**config.mk**
```make
export PLATFORM = sky130hd
export DESIGN_NAME = vga_timing_gen_flat
export DESIGN_NICKNAME = d
export VERILOG_FILES = /design/src/rtl/vga_timing_gen_pkg.sv /design/src/rtl/vga_timing_gen_if.sv /design/src/rtl/vga_timing_gen_sync_axis.sv /design/src/rtl/vga_timing_gen.sv /design/src/flat_wrapper.sv
export SDC_FILE = /design/constraint.sdc
export NUM_CORES = 1
export LEC_CHECK = 0
export BUFFER_PORTS_ARGS = -buffer_cell sky130_fd_sc_hd__buf_2
export CORE_MARGIN = 4
export CORE_UTILIZATION = 30
export CTS_BUF_LIST = sky130_fd_sc_hd__clkbuf_4
export CTS_CLUSTER_SIZE = 12
export DETAILED_ROUTE_END_ITERATION = 7
export SKIP_CTS_REPAIR_TIMING = 1
export SLEW_MARGIN = 20
export SYNTH_ARGS = -nofsm -noshare
export SYNTH_HDL_FRONTEND = slang
export SYNTH_SLANG_ARGS = --single-unit
```
**constraint.sdc**
```tcl
create_clock -name vga_clk -period 1.6 [get_ports vga_clk]
set_input_delay 0.4 -clock vga_clk [delete_from_list [all_inputs] [get_ports vga_clk]]
set_output_delay 0.4 -clock vga_clk [all_outputs]
set_load 0.01 [all_outputs]
```
**src/rtl/vga_timing_gen_pkg.sv**
```systemverilog
// Shared timing definitions for the VGA timing generator.
// Holds the 640x480@60 default segments, the derived totals and sync windows,
// and small helpers used by the axis counters and the top level.
package vga_timing_gen_pkg;

  typedef logic [9:0] vga_coord_t;

  localparam int MAX_AXIS_TOTAL = 1024;

  localparam int DEF_H_VISIBLE = 640;
  localparam int DEF_H_FRONT   = 16;
  localparam int DEF_H_SYNC    = 96;
  localparam int DEF_H_BACK    = 48;

  localparam int DEF_V_VISIBLE = 480;
  localparam int DEF_V_FRONT   = 10;
  localparam int DEF_V_SYNC    = 2;
  localparam int DEF_V_BACK    = 33;

  localparam int DEF_H_TOTAL = DEF_H_VISIBLE + DEF_H_FRONT + DEF_H_SYNC + DEF_H_BACK;
  localparam int DEF_V_TOTAL = DEF_V_VISIBLE + DEF_V_FRONT + DEF_V_SYNC + DEF_V_BACK;

  localparam int DEF_H_SYNC_START = DEF_H_VISIBLE + DEF_H_FRONT;
  localparam int DEF_H_SYNC_END   = DEF_H_SYNC_START + DEF_H_SYNC;
  localparam int DEF_V_SYNC_START = DEF_V_VISIBLE + DEF_V_FRONT;
  localparam int DEF_V_SYNC_END   = DEF_V_SYNC_START + DEF_V_SYNC;

  // Length of one axis (pixels per line or lines per frame).
  function automatic int axis_total(input int visible, input int front,
                                    input int sync, input int back);
    return visible + front + sync + back;
  endfunction

  // Pin level for a sync output given whether the counter sits in its sync window.
  function automatic logic sync_level(input logic in_window, input logic active_low);
    return in_window ^ active_low;
  endfunction

endpackage

```
**src/rtl/vga_timing_gen_if.sv**
```systemverilog
// Pixel-stream interface driven by the VGA timing generator.
// The generator owns the master side; renderers, sprite blocks and the
// connector logic attach through the slave side.
interface vga_timing_gen_if;
  import vga_timing_gen_pkg::*;

  vga_coord_t  DrawX;
  vga_coord_t  DrawY;
  logic        blank;
  logic        hs;
  logic        vs;
  logic        frame_start;
  logic [7:0]  frame_count;

  modport master (
    output DrawX, DrawY, blank, hs, vs, frame_start, frame_count
  );

  modport slave (
    input DrawX, DrawY, blank, hs, vs, frame_start, frame_count
  );

endinterface

```
**src/rtl/vga_timing_gen_sync_axis.sv**
```systemverilog
// One axis of the VGA raster: a wrapping counter with an advance enable.
// Used once for pixels within a line and once for lines within a frame.
// The wrap/visible/sync-window flags are plain decodes of the current count;
// the top level registers everything that leaves the block.
module vga_timing_gen_sync_axis
  import vga_timing_gen_pkg::*;
#(
  parameter int VISIBLE = DEF_H_VISIBLE,
  parameter int FRONT   = DEF_H_FRONT,
  parameter int SYNC    = DEF_H_SYNC,
  parameter int BACK    = DEF_H_BACK
) (
  input  logic       vga_clk,
  input  logic       reset,
  input  logic       en,
  output vga_coord_t count,
  output logic       wrap,
  output logic       visible,
  output logic       sync_win
);

  localparam int TOTAL      = axis_total(VISIBLE, FRONT, SYNC, BACK);
  localparam int SYNC_START = VISIBLE + FRONT;
  localparam int SYNC_END   = SYNC_START + SYNC;

  // A 10-bit counter cannot represent an axis longer than 1024 positions.
  if (TOTAL < 1 || TOTAL > MAX_AXIS_TOTAL) begin : g_bad_total
    $error("vga_timing_gen_sync_axis: axis total must be within 1..1024");
  end

  localparam vga_coord_t LAST = vga_coord_t'(TOTAL - 1);

  // One extra bit keeps window bounds equal to 1024 from truncating to zero.
  logic [10:0] count_wide;

  assign count_wide = {1'b0, count};
  assign wrap       = (count == LAST);
  assign visible    = (count_wide < 11'(VISIBLE));
  assign sync_win   = (count_wide >= 11'(SYNC_START)) && (count_wide < 11'(SYNC_END));

  // Advance on enable, returning to zero after the last position of the axis.
  always_ff @(posedge vga_clk or posedge reset) begin
    if (reset) begin
      count <= '0;
    end else if (en) begin
      count <= wrap ? '0 : count + 10'd1;
    end
  end

endmodule

```
**src/rtl/vga_timing_gen.sv**
```systemverilog
// VGA timing generator: source end of the pixel stream.
// Produces DrawX/DrawY/blank/frame_start for renderers and hs/vs for the
// connector, all registered one cycle behind the raster counters.
// Optional feature macro: VGA_FRAME_COUNT_EN enables the 8-bit frame counter;
// without it frame_count is constant zero and no counter is built.
module vga_timing_gen
  import vga_timing_gen_pkg::*;
#(
  parameter int H_VISIBLE       = DEF_H_VISIBLE,
  parameter int H_FRONT         = DEF_H_FRONT,
  parameter int H_SYNC          = DEF_H_SYNC,
  parameter int H_BACK          = DEF_H_BACK,
  parameter int V_VISIBLE       = DEF_V_VISIBLE,
  parameter int V_FRONT         = DEF_V_FRONT,
  parameter int V_SYNC          = DEF_V_SYNC,
  parameter int V_BACK          = DEF_V_BACK,
  parameter bit SYNC_ACTIVE_LOW = 1'b1
) (
  input  logic                vga_clk,
  input  logic                reset,
  vga_timing_gen_if.master    pix
);

  // Idle sync level equals the active-low flag: high when sync pulses go low.
  localparam logic SYNC_IDLE = SYNC_ACTIVE_LOW;

  vga_coord_t h_count;
  vga_coord_t v_count;
  logic       h_wrap;
  logic       h_visible;
  logic       h_sync_win;
  logic       v_wrap;
  logic       v_visible;
  logic       v_sync_win;

  vga_timing_gen_sync_axis #(
    .VISIBLE (H_VISIBLE),
    .FRONT   (H_FRONT),
    .SYNC    (H_SYNC),
    .BACK    (H_BACK)
  ) u_h_axis (
    .vga_clk  (vga_clk),
    .reset    (reset),
    .en       (1'b1),
    .count    (h_count),
    .wrap     (h_wrap),
    .visible  (h_visible),
    .sync_win (h_sync_win)
  );

  vga_timing_gen_sync_axis #(
    .VISIBLE (V_VISIBLE),
    .FRONT   (V_FRONT),
    .SYNC    (V_SYNC),
    .BACK    (V_BACK)
  ) u_v_axis (
    .vga_clk  (vga_clk),
    .reset    (reset),
    .en       (h_wrap),
    .count    (v_count),
    .wrap     (v_wrap),
    .visible  (v_visible),
    .sync_win (v_sync_win)
  );

  // Register the decoded raster position so every output shares one cycle of latency.
  always_ff @(posedge vga_clk or posedge reset) begin
    if (reset) begin
      pix.DrawX       <= '0;
      pix.DrawY       <= '0;
      pix.blank       <= 1'b0;
      pix.hs          <= SYNC_IDLE;
      pix.vs          <= SYNC_IDLE;
      pix.frame_start <= 1'b0;
    end else begin
      pix.DrawX       <= h_count;
      pix.DrawY       <= v_count;
      pix.blank       <= h_visible && v_visible;
      pix.hs          <= sync_level(h_sync_win, SYNC_ACTIVE_LOW);
      pix.vs          <= sync_level(v_sync_win, SYNC_ACTIVE_LOW);
      pix.frame_start <= (h_count == '0) && (v_count == '0);
    end
  end

`ifdef VGA_FRAME_COUNT_EN
  logic       frame_wrap_q;
  logic [7:0] frame_count_q;

  // Note the raster wrap, then bump the count one edge later alongside frame_start.
  always_ff @(posedge vga_clk or posedge reset) begin
    if (reset) begin
      frame_wrap_q  <= 1'b0;
      frame_count_q <= 8'h00;
    end else begin
      frame_wrap_q <= h_wrap && v_wrap;
      if (frame_wrap_q) begin
        frame_count_q <= frame_count_q + 8'd1;
      end
    end
  end

  assign pix.frame_count = frame_count_q;
`else
  logic unused_v_wrap;

  assign unused_v_wrap   = v_wrap;
  assign pix.frame_count = 8'h00;
`endif

endmodule
```
**src/flat_wrapper.sv**
```systemverilog
// flat-port wrapper written by rule: the top's interface ports become plain ports
module vga_timing_gen_flat import vga_timing_gen_pkg::*;
#(
  parameter int H_VISIBLE       = DEF_H_VISIBLE,
  parameter int H_FRONT         = DEF_H_FRONT,
  parameter int H_SYNC          = DEF_H_SYNC,
  parameter int H_BACK          = DEF_H_BACK,
  parameter int V_VISIBLE       = DEF_V_VISIBLE,
  parameter int V_FRONT         = DEF_V_FRONT,
  parameter int V_SYNC          = DEF_V_SYNC,
  parameter int V_BACK          = DEF_V_BACK,
  parameter bit SYNC_ACTIVE_LOW = 1'b1
)
  (vga_clk, reset, pix_DrawX, pix_DrawY, pix_blank, pix_hs, pix_vs, pix_frame_start, pix_frame_count);
  vga_timing_gen_if pix_i ();
  input  logic vga_clk;
  input  logic reset;
  output wire logic [$bits(pix_i.DrawX)-1:0] pix_DrawX;
  output wire logic [$bits(pix_i.DrawY)-1:0] pix_DrawY;
  output wire logic [$bits(pix_i.blank)-1:0] pix_blank;
  output wire logic [$bits(pix_i.hs)-1:0] pix_hs;
  output wire logic [$bits(pix_i.vs)-1:0] pix_vs;
  output wire logic [$bits(pix_i.frame_start)-1:0] pix_frame_start;
  output wire logic [$bits(pix_i.frame_count)-1:0] pix_frame_count;
  assign pix_DrawX = pix_i.DrawX;
  assign pix_DrawY = pix_i.DrawY;
  assign pix_blank = pix_i.blank;
  assign pix_hs = pix_i.hs;
  assign pix_vs = pix_i.vs;
  assign pix_frame_start = pix_i.frame_start;
  assign pix_frame_count = pix_i.frame_count;
  vga_timing_gen #(.H_VISIBLE(H_VISIBLE), .H_FRONT(H_FRONT), .H_SYNC(H_SYNC), .H_BACK(H_BACK), .V_VISIBLE(V_VISIBLE), .V_FRONT(V_FRONT), .V_SYNC(V_SYNC), .V_BACK(V_BACK), .SYNC_ACTIVE_LOW(SYNC_ACTIVE_LOW)) u_core (.vga_clk(vga_clk), .reset(reset), .pix(pix_i));
endmodule
```
==> impl_metrics.json, run 1 <==
{
  "synth_top_cell_area_share_pct": 59.3,
  "initial_utilization_pct": 31.6,
  "place_area_um2": 2160,
  "yosys_register_bits": 44,
  "die_y_um": 84.9,
  "clk_pin_slew_ns": 0.13,
  "antenna_found_initial": 0,
  "setup_viol": 0,
  "grtUsageTotal_pct": 10.2,
  "cts_buffers": 5,
  "cts_sinks": 44,
  "synth_cell_types": 35,
  "vias_per_cell": 4.40,
  "num-fill-cells": 566,
  "cts_htree_levels": 2,
  "final_util_pct": 40.2,
  "async_reset_ff_share_pct": 100,
  "ys_dominant_reg_cell": "dfrtp_1",
  "power-per-cell-area_nw_per_um2": 731,
  "synth_common_cells": "42 x dfrtp_1, 11 x nand2_1, 9 x buf_4, 9 x nand3_1, 7 x o21ai_0",
  "netlist_top_cells_area": "dfrtp_1 59%, buf_4 3.8%, dfstp_2 3.0%",
  "synth-edff-count": 0,
  "clockBufferDepth": 2,
  "worst-r2r-cell-count": 5,
  "clk_latency_ns": 0.35,
  "root_buffer": "clkbuf_4",
  "grt_first_pass_wirelength_um": 5860,
  "first_global_vias": 1252,
  "fp-row-count": 27,
  "synth_area_per_cell_um2": 12.1,
  "place.gp.congestion": 0.790,
  "setup_slack_ns": 0.0421,
  "dp.cells": 269,
  "worstPathMaxFanout": 5,
  "grt_overflow": 0,
  "syn_area_um2": 1770,
  "num_antenna_cells": 0,
  "syn_inst": 147,
  "final_area_um2": 2250,
  "final_cell_count_no_fill": 278,
  "period_minus_slack_ns": 1.56,
  "leakage_nw": 1.14,
  "vdd_drop_max_v": 0.000290,
  "vias": 1222,
  "finClkSkew_ns": 0.0120,
  "nets": 211,
  "first_pass_iters": 4,
  "worstReg2RegStart": "u_core.u_h_axis.count[1]",
  "drv_slew": 0,
  "ant_nets": 0,
  "ys_seq_area_share_pct": 62.2,
  "min_path_type": "input port to async pin",
  "yosysTopAreaCell": "dfrtp_1",
  "ios": 34,
  "crit_path_start_kind": "register",
  "status": "finished clean",
  "cts_tree": "yes",
  "reg2reg_setup_slack_ns": 0.04,
  "dieArea_um2": 7200,
  "totalWireLength_um": 3360,
  "post-synth-top-count-cell": "dfrtp_1",
  "drtIter0Drc": 81,
  "tns_ns": 0,
  "cap_viol_max_count": 0,
  "io_buffers": 25,
  "wl_per_cell_um": 12.1,
  "total_power_mw": 1.65,
  "die_w_um": 84.9,
  "required_ns": 1.89,
  "reg2reg_to": "u_core.u_v_axis.count[9]",
  "place_ws_ns": -0.0109,
  "finalHoldViolCount": 0,
  "timing.hold.ws_ns": 0.0512,
  "arrival_ns": 1.85,
  "fmax_mhz": 642,
  "crit_type": "register to register",
  "drc": 0,
  "layout-drive-gt1-share_pct": 38.3,
  "area_delta_synth_final_pct": 27.0,
  "core_area_um2": 5610,
  "synth_warnings": 0,
  "grt_max_degree": 45,
  "endpoint_kind": "register",
  "grt_setup_unrepaired": "true",
  "place_hpwl_um": 2370,
  "min_period_over_period_pct": 97.4
}
[layout make-up]
class	instances	area (um2)	share of cell area [%]
Clock buffer	5	37.5	1.67
Clock inverter	3	13.8	0.611
Inverter	5	18.8	0.833
Multi-Input combinational cell	94	626	27.8
Sequential cell	44	1100	49.0
Tap cell	72	90.1	4.00
Timing Repair Buffer	55	363	16.1
[cell families after synthesis]
kind of cell | after synthesis | synth area share, %
compound gates | 14 | 4.52
xor+xnor | 10 | 4.94
fa+ha+maj | 4 | 2.82
buf+inv | 16 | 5.79
flops | 44 | 62.2
other cells | 1 | 0.212
simple gates | 58 | 19.5
[cells in the final DEF (no fill, tap or decap), types with 3 or more instances in the layout]
| cell | n |
|---|---|
| xnor2_1 | 4 |
| nand4_1 | 4 |
| clkbuf_4 | 5 |
| buf_4 | 29 |
| buf_2 | 25 |
| xor2_1 | 6 |
| nand2_1 | 11 |
| inv_1 | 4 |
| and3_1 | 4 |
| dfrtp_1 | 42 |
| nand3_1 | 8 |
| o21ai_0 | 7 |
| conb_1 | 8 |
| nor3_1 | 3 |
| nor2_1 | 6 |
| nor4_1 | 4 |
| ha_1 | 3 |
[where the power goes]
part	total, mW	switching [mW]	leakage, nW	internal [mW]
logic	0.0357	0.0296	0.525	0.00617
clock network	0.499	0.337	0.0324	0.162
registers	1.11	0	0.579	1.11
[flip-flops by register name, summed over array words and instances (netlist names)]
name and flops:
u_core.pix.blank 1, u_core.u_v_axis.count 10, u_core.pix.hs 1, u_core.pix.DrawY 10
u_core.pix.frame_start 1, u_core.pix.DrawX 10, u_core.u_h_axis.count 10, u_core.pix.vs 1
[worst max-delay path by stage]
stage | start | to | slack [ns] | depth (start not counted)
after floorplan | u_core.u_h_axis.count[0] | u_core.u_v_axis.count[4] | 0.0008 | 6
final | u_core.u_h_axis.count[1] | u_core.u_v_axis.count[9] | 0.04 | 5
after detailed placement | u_core.u_h_axis.count[1] | u_core.u_v_axis.count[9] | -0.01 | 5
after global placement | u_core.u_h_axis.count[1] | u_core.u_v_axis.count[9] | 0.05 | 5
after CTS | u_core.u_h_axis.count[1] | u_core.u_v_axis.count[9] | -0.04 | 5
after global routing | u_core.u_h_axis.count[1] | u_core.u_v_axis.count[9] | -0.04 | 5
[per-layer routing]
metal  track usage, %  up-vias  wire length (um)
met5                0        -                 0
met2             16.2       32              1540
met1             13.2      582              1550
met3             2.52        5               217
met4             4.75        0                53
li1                 -      603                 -
[worst max-delay path: stages, from the launching register on]
cell	delay, ns
dfrtp_1	0.38
ha_2	0.18
and4_4	0.22
nand3_4	0.08
or4_4	0.53
a21oi_2	0.12
Power figures use the tool's default switching activity.
==> inputs of run 2 (changes only) <==
Settings changed: PLACE_DENSITY_LB_ADDON from default to 0.08.
==> run 2 against run 1 <==
Sequential power about the same. Sequential share of layout area down 0.59 points. Worst setup slack better by 0.0050 ns. Total power up 12%. Global-route usage up 0.41 points. Routed wire length up 5.9%. Worst hold slack better by 0.0053 ns. Register-to-register slack about the same. Via count up 1.1%. Critical path depth down 1. Fmax up 0.32%.
==> impl_metrics.json, run 2 (synthesis gave the netlist of run 1 again) <==
{
  "root_buffer": "clkbuf_4",
  "dieArea_um2": 7200,
  "ant_nets": 0,
  "status": "finished clean",
  "endpoint_kind": "register",
  "layout-drive-gt1-share_pct": 38.8,
  "cts_sinks": 44,
  "grt_first_pass_wirelength_um": 6020,
  "min_period_over_period_pct": 97.1,
  "place_ws_ns": -0.0126,
  "power-per-cell-area_nw_per_um2": 809,
  "grt_max_degree": 45,
  "leakage_nw": 1.15,
  "nets": 211,
  "mostFrequentLayoutCell": "dfrtp_1",
  "required_ns": 1.90,
  "crit_type": "register to register",
  "ios": 34,
  "area_delta_synth_final_pct": 28.6,
  "antenna_found_initial": 0,
  "drv_slew": 0,
  "drc": 0,
  "grtUsageTotal_pct": 10.6,
  "vias_per_cell": 4.45,
  "clk_pin_slew_ns": 0.13,
  "place_hpwl_um": 2630,
  "core_area_um2": 5610,
  "cap_viol_max_count": 0,
  "crit_slowest_cell": "or4_4",
  "wl_per_cell_um": 12.8,
  "die_w_um": 84.9,
  "place_area_um2": 2160,
  "io_buffers": 25,
  "arrival_ns": 1.85,
  "setup_slack_ns": 0.0471,
  "clk_latency_ns": 0.35,
  "worstPathMaxFanout": 7,
  "path_cells": "and3_1 -> nand3_1 -> or4_4 -> a21oi_2",
  "grt_overflow": 0,
  "die_y_um": 84.9,
  "crit_path_start_kind": "register",
  "totalWireLength_um": 3560,
  "vdd_drop_max_v": 0.000265,
  "vias": 1236,
  "first_global_vias": 1239,
  "most-common-layout-cells": "42 x dfrtp_1, 29 x buf_4, 25 x buf_2, 11 x nand2_1, 9 x nand3_1",
  "critPathMaxStageDelay_ns": 0.54,
  "fp-row-count": 27,
  "cts_buffers": 5,
  "finClkSkew_ns": 0.00747,
  "setup_viol": 0,
  "cts_tree": "yes",
  "initial_utilization_pct": 31.6,
  "period_minus_slack_ns": 1.55,
  "grt_setup_unrepaired": "true",
  "first_pass_iters": 4,
  "final_area_um2": 2280,
  "reg2reg_setup_slack_ns": 0.05,
  "cts_htree_levels": 2,
  "fmax_mhz": 644,
  "drtIter0Drc": 46,
  "place.gp.congestion": 0.770,
  "min_path_type": "input port to async pin",
  "clockBufferDepth": 2,
  "finalHoldViolCount": 0,
  "num_antenna_cells": 0
}
[run 2: final timing paths]
path	startpoint	to	cells past startpoint
max reg2reg	u_core.u_v_axis.count[2]	u_core.u_v_axis.count[9]	4
min	reset	u_core.u_v_axis.count[7]	3
max in group asynchronous	reset	u_core.pix.vs	3
min in group vga_clk	u_core.u_v_axis.count[5]	u_core.pix.DrawY[5]	0
max	u_core.u_v_axis.count[2]	u_core.u_v_axis.count[9]	4
min reg2reg	u_core.u_v_axis.count[5]	u_core.pix.DrawY[5]	0
[run 2: area by class of cell]
cell class,count,area [um2]
clock buffer,6,45.0
multi-input combinational,94,624
inverter,5,18.8
clock inverter,2,35.0
tap,72,90.1
fill,595,3330
timing repair buffer,55,363
sequential,44,1100
[run 2: worst max-delay path, delay by kind of cell (launching register included)]
family	cells	cell delay, ns
and+or+nand+nor	3	0.92
DFF	1	0.46
AOI/OAI and AO/OA	1	0.12
[run 2: layer usage]
layer,GRT usage (%),part of all wire (%)
met3,3.69,5.6
met2,16.1,47
met5,0,0
met4,4.32,1.8
met1,13.9,46
[run 2: power breakdown]
group / switching, mW / internal, mW
registers: 0 / 1.11
logic: 0.0305 / 0.00618
clock network: 0.350 / 0.345
total: 0.380 / 1.46
[run 2: per-stage QoR]
stage	TNS [ns]	total power [mW]	hold WS, ns	cells	utilization [%]
2_1_floorplan	0	1.17	0.355	154	-
3_3_place_gp	0	1.17	0.413	269	38.6
3_5_place_dp	-0.0126	1.17	0.421	269	38.6
4_1_cts	-0.0475	1.87	0.0525	277	40.0
5_1_grt	-0.0496	1.93	0.0528	278	40.7
6_report	0	1.84	0.0565	278	40.7
==> inputs of run 3 (changes only) <==
Settings changed: RECOVER_POWER from default to 25, TNS_END_PERCENT from default to 10.
==> run 3 against run 2 <==
Cell count unchanged. Non-clock buffer count did not move. Clock-buffer cell count is the same. Clock power is essentially flat. Critical path type unchanged. Critical endpoint unchanged. Highest routed layer unchanged.
==> impl_metrics.json, run 3 (synthesis gave the netlist of run 1 again) <==
{
  "status": "finished clean",
  "crit_type": "register to register",
  "final_cell_count_no_fill": 278,
  "root_buffer": "clkbuf_4",
  "clk_pin_slew_ns": 0.13,
  "place.gp.congestion": 0.770,
  "grt_setup_unrepaired": "true",
  "grt_overflow": 0,
  "drc": 0,
  "crit_start": "u_core.u_h_axis.count[0]",
  "clk_latency_ns": 0.35,
  "endpoint_kind": "register",
  "core_area_um2": 5610,
  "totalWireLength_um": 3570,
  "grt_first_pass_wirelength_um": 6020,
  "worstReg2RegStart": "u_core.u_h_axis.count[0]",
  "clockBufferDepth": 2,
  "tns_ns": 0,
  "most-common-layout-cells": "42 x dfrtp_1, 29 x buf_4, 25 x buf_2, 11 x nand2_1, 9 x nand3_1",
  "multi_input_comb_area_um2": 614,
  "slew-limit-headroom_pct": 29.4,
  "cts_tree": "yes",
  "initial_utilization_pct": 31.6,
  "crit_path_start_kind": "register",
  "grt_max_degree": 45,
  "cts_htree_levels": 2,
  "area_delta_synth_final_pct": 27.2,
  "fp-row-count": 27,
  "min_period_over_period_pct": 96.7,
  "reg2reg_setup_slack_ns": 0.05,
  "wl_per_cell_um": 12.9,
  "power-per-cell-area_nw_per_um2": 814,
  "dp.cells": 269,
  "final_area_um2": 2250,
  "num-fill-cells": 597,
  "vias_per_cell": 4.49,
  "cts_sinks": 44,
  "first_global_vias": 1239,
  "finalHoldViolCount": 0,
  "drtIter0Drc": 52,
  "place_hpwl_um": 2630,
  "place_ws_ns": -0.0126,
  "vias": 1247,
  "cts_buffers": 5,
  "layout-drive-gt1-share_pct": 37.9,
  "seq_area_um2": 1100,
  "vdd_drop_max_v": 0.000272,
  "tightest_slew_ns": 1.06,
  "dieArea_um2": 7200,
  "critPathMaxStageDelay_ns": 0.37,
  "cap_viol_max_count": 0,
  "num_antenna_cells": 0,
  "setup_viol": 0,
  "timing.hold.ws_ns": 0.355,
  "min_path_type": "input port to async pin",
  "fmax_mhz": 646,
  "antenna_found_initial": 0,
  "ios": 34,
  "io_buffers": 25,
  "first_pass_iters": 4,
  "drv_slew": 0,
  "die_y_um": 84.9,
  "worstPathMaxFanout": 6,
  "die_w_um": 84.9,
  "finClkSkew_ns": 0.00859,
  "final_util_pct": 40.2,
  "arrival_ns": 1.80,
  "grtUsageTotal_pct": 10.6,
  "ant_nets": 0,
  "place_area_um2": 2160,
  "total_power_mw": 1.84,
  "nets": 211,
  "period_minus_slack_ns": 1.55,
  "required_ns": 1.85,
  "mostFrequentLayoutCell": "dfrtp_1",
  "leakage_nw": 1.14,
  "path_cells": "ha_2 -> and4_4 -> nand3_4 -> buf_4 -> o31ai_1 -> a21oi_2",
  "crit_slowest_cell": "dfrtp_1",
  "setup_slack_ns": 0.0526
}
run 3: final cells by class:
| class | instances | share of cell area (%) |
|---|---|---|
| timing repair buffer | 55 | 15.4 |
| multi-input combinational | 94 | 27.2 |
| clock inverter | 2 | 1.55 |
| tap | 72 | 4.00 |
| inverter | 5 | 0.832 |
| clock buffer | 6 | 2.00 |
| sequential | 44 | 48.9 |
run 3: path summary, 6_finish.rpt:
check	to	cells past startpoint
setup / recovery	u_core.u_v_axis.count[9]	6
min in group vga_clk	u_core.pix.DrawY[5]	0
hold reg to reg	u_core.pix.DrawY[5]	0
max in group asynchronous	u_core.u_h_axis.count[1]	3
setup reg to reg	u_core.u_v_axis.count[9]	6
hold / removal	u_core.u_v_axis.count[7]	3
run 3: worst max-delay path, delay by kind of cell (launching register included):
family                     cells  cell delay (ns)
DFF                            1             0.37
and+or+nand+nor                2             0.33
buffers and inverters          1             0.16
adders and majority gates      1             0.18
AOI/OAI and AO/OA              2             0.40
run 3: per-layer routing:
metal	up-vias	routed length, um	global-route usage (%)
met5	-	0	0
met4	0	65	4.32
met3	6	199	3.69
met2	26	1690	16.1
met1	612	1620	13.9
li1	603	-	-
run 3: power by group:
group	internal [mW]	switching, mW
Combinational	0.00182	0.0298
Sequential	1.11	0
Clock	0.345	0.347
Total	1.46	0.377
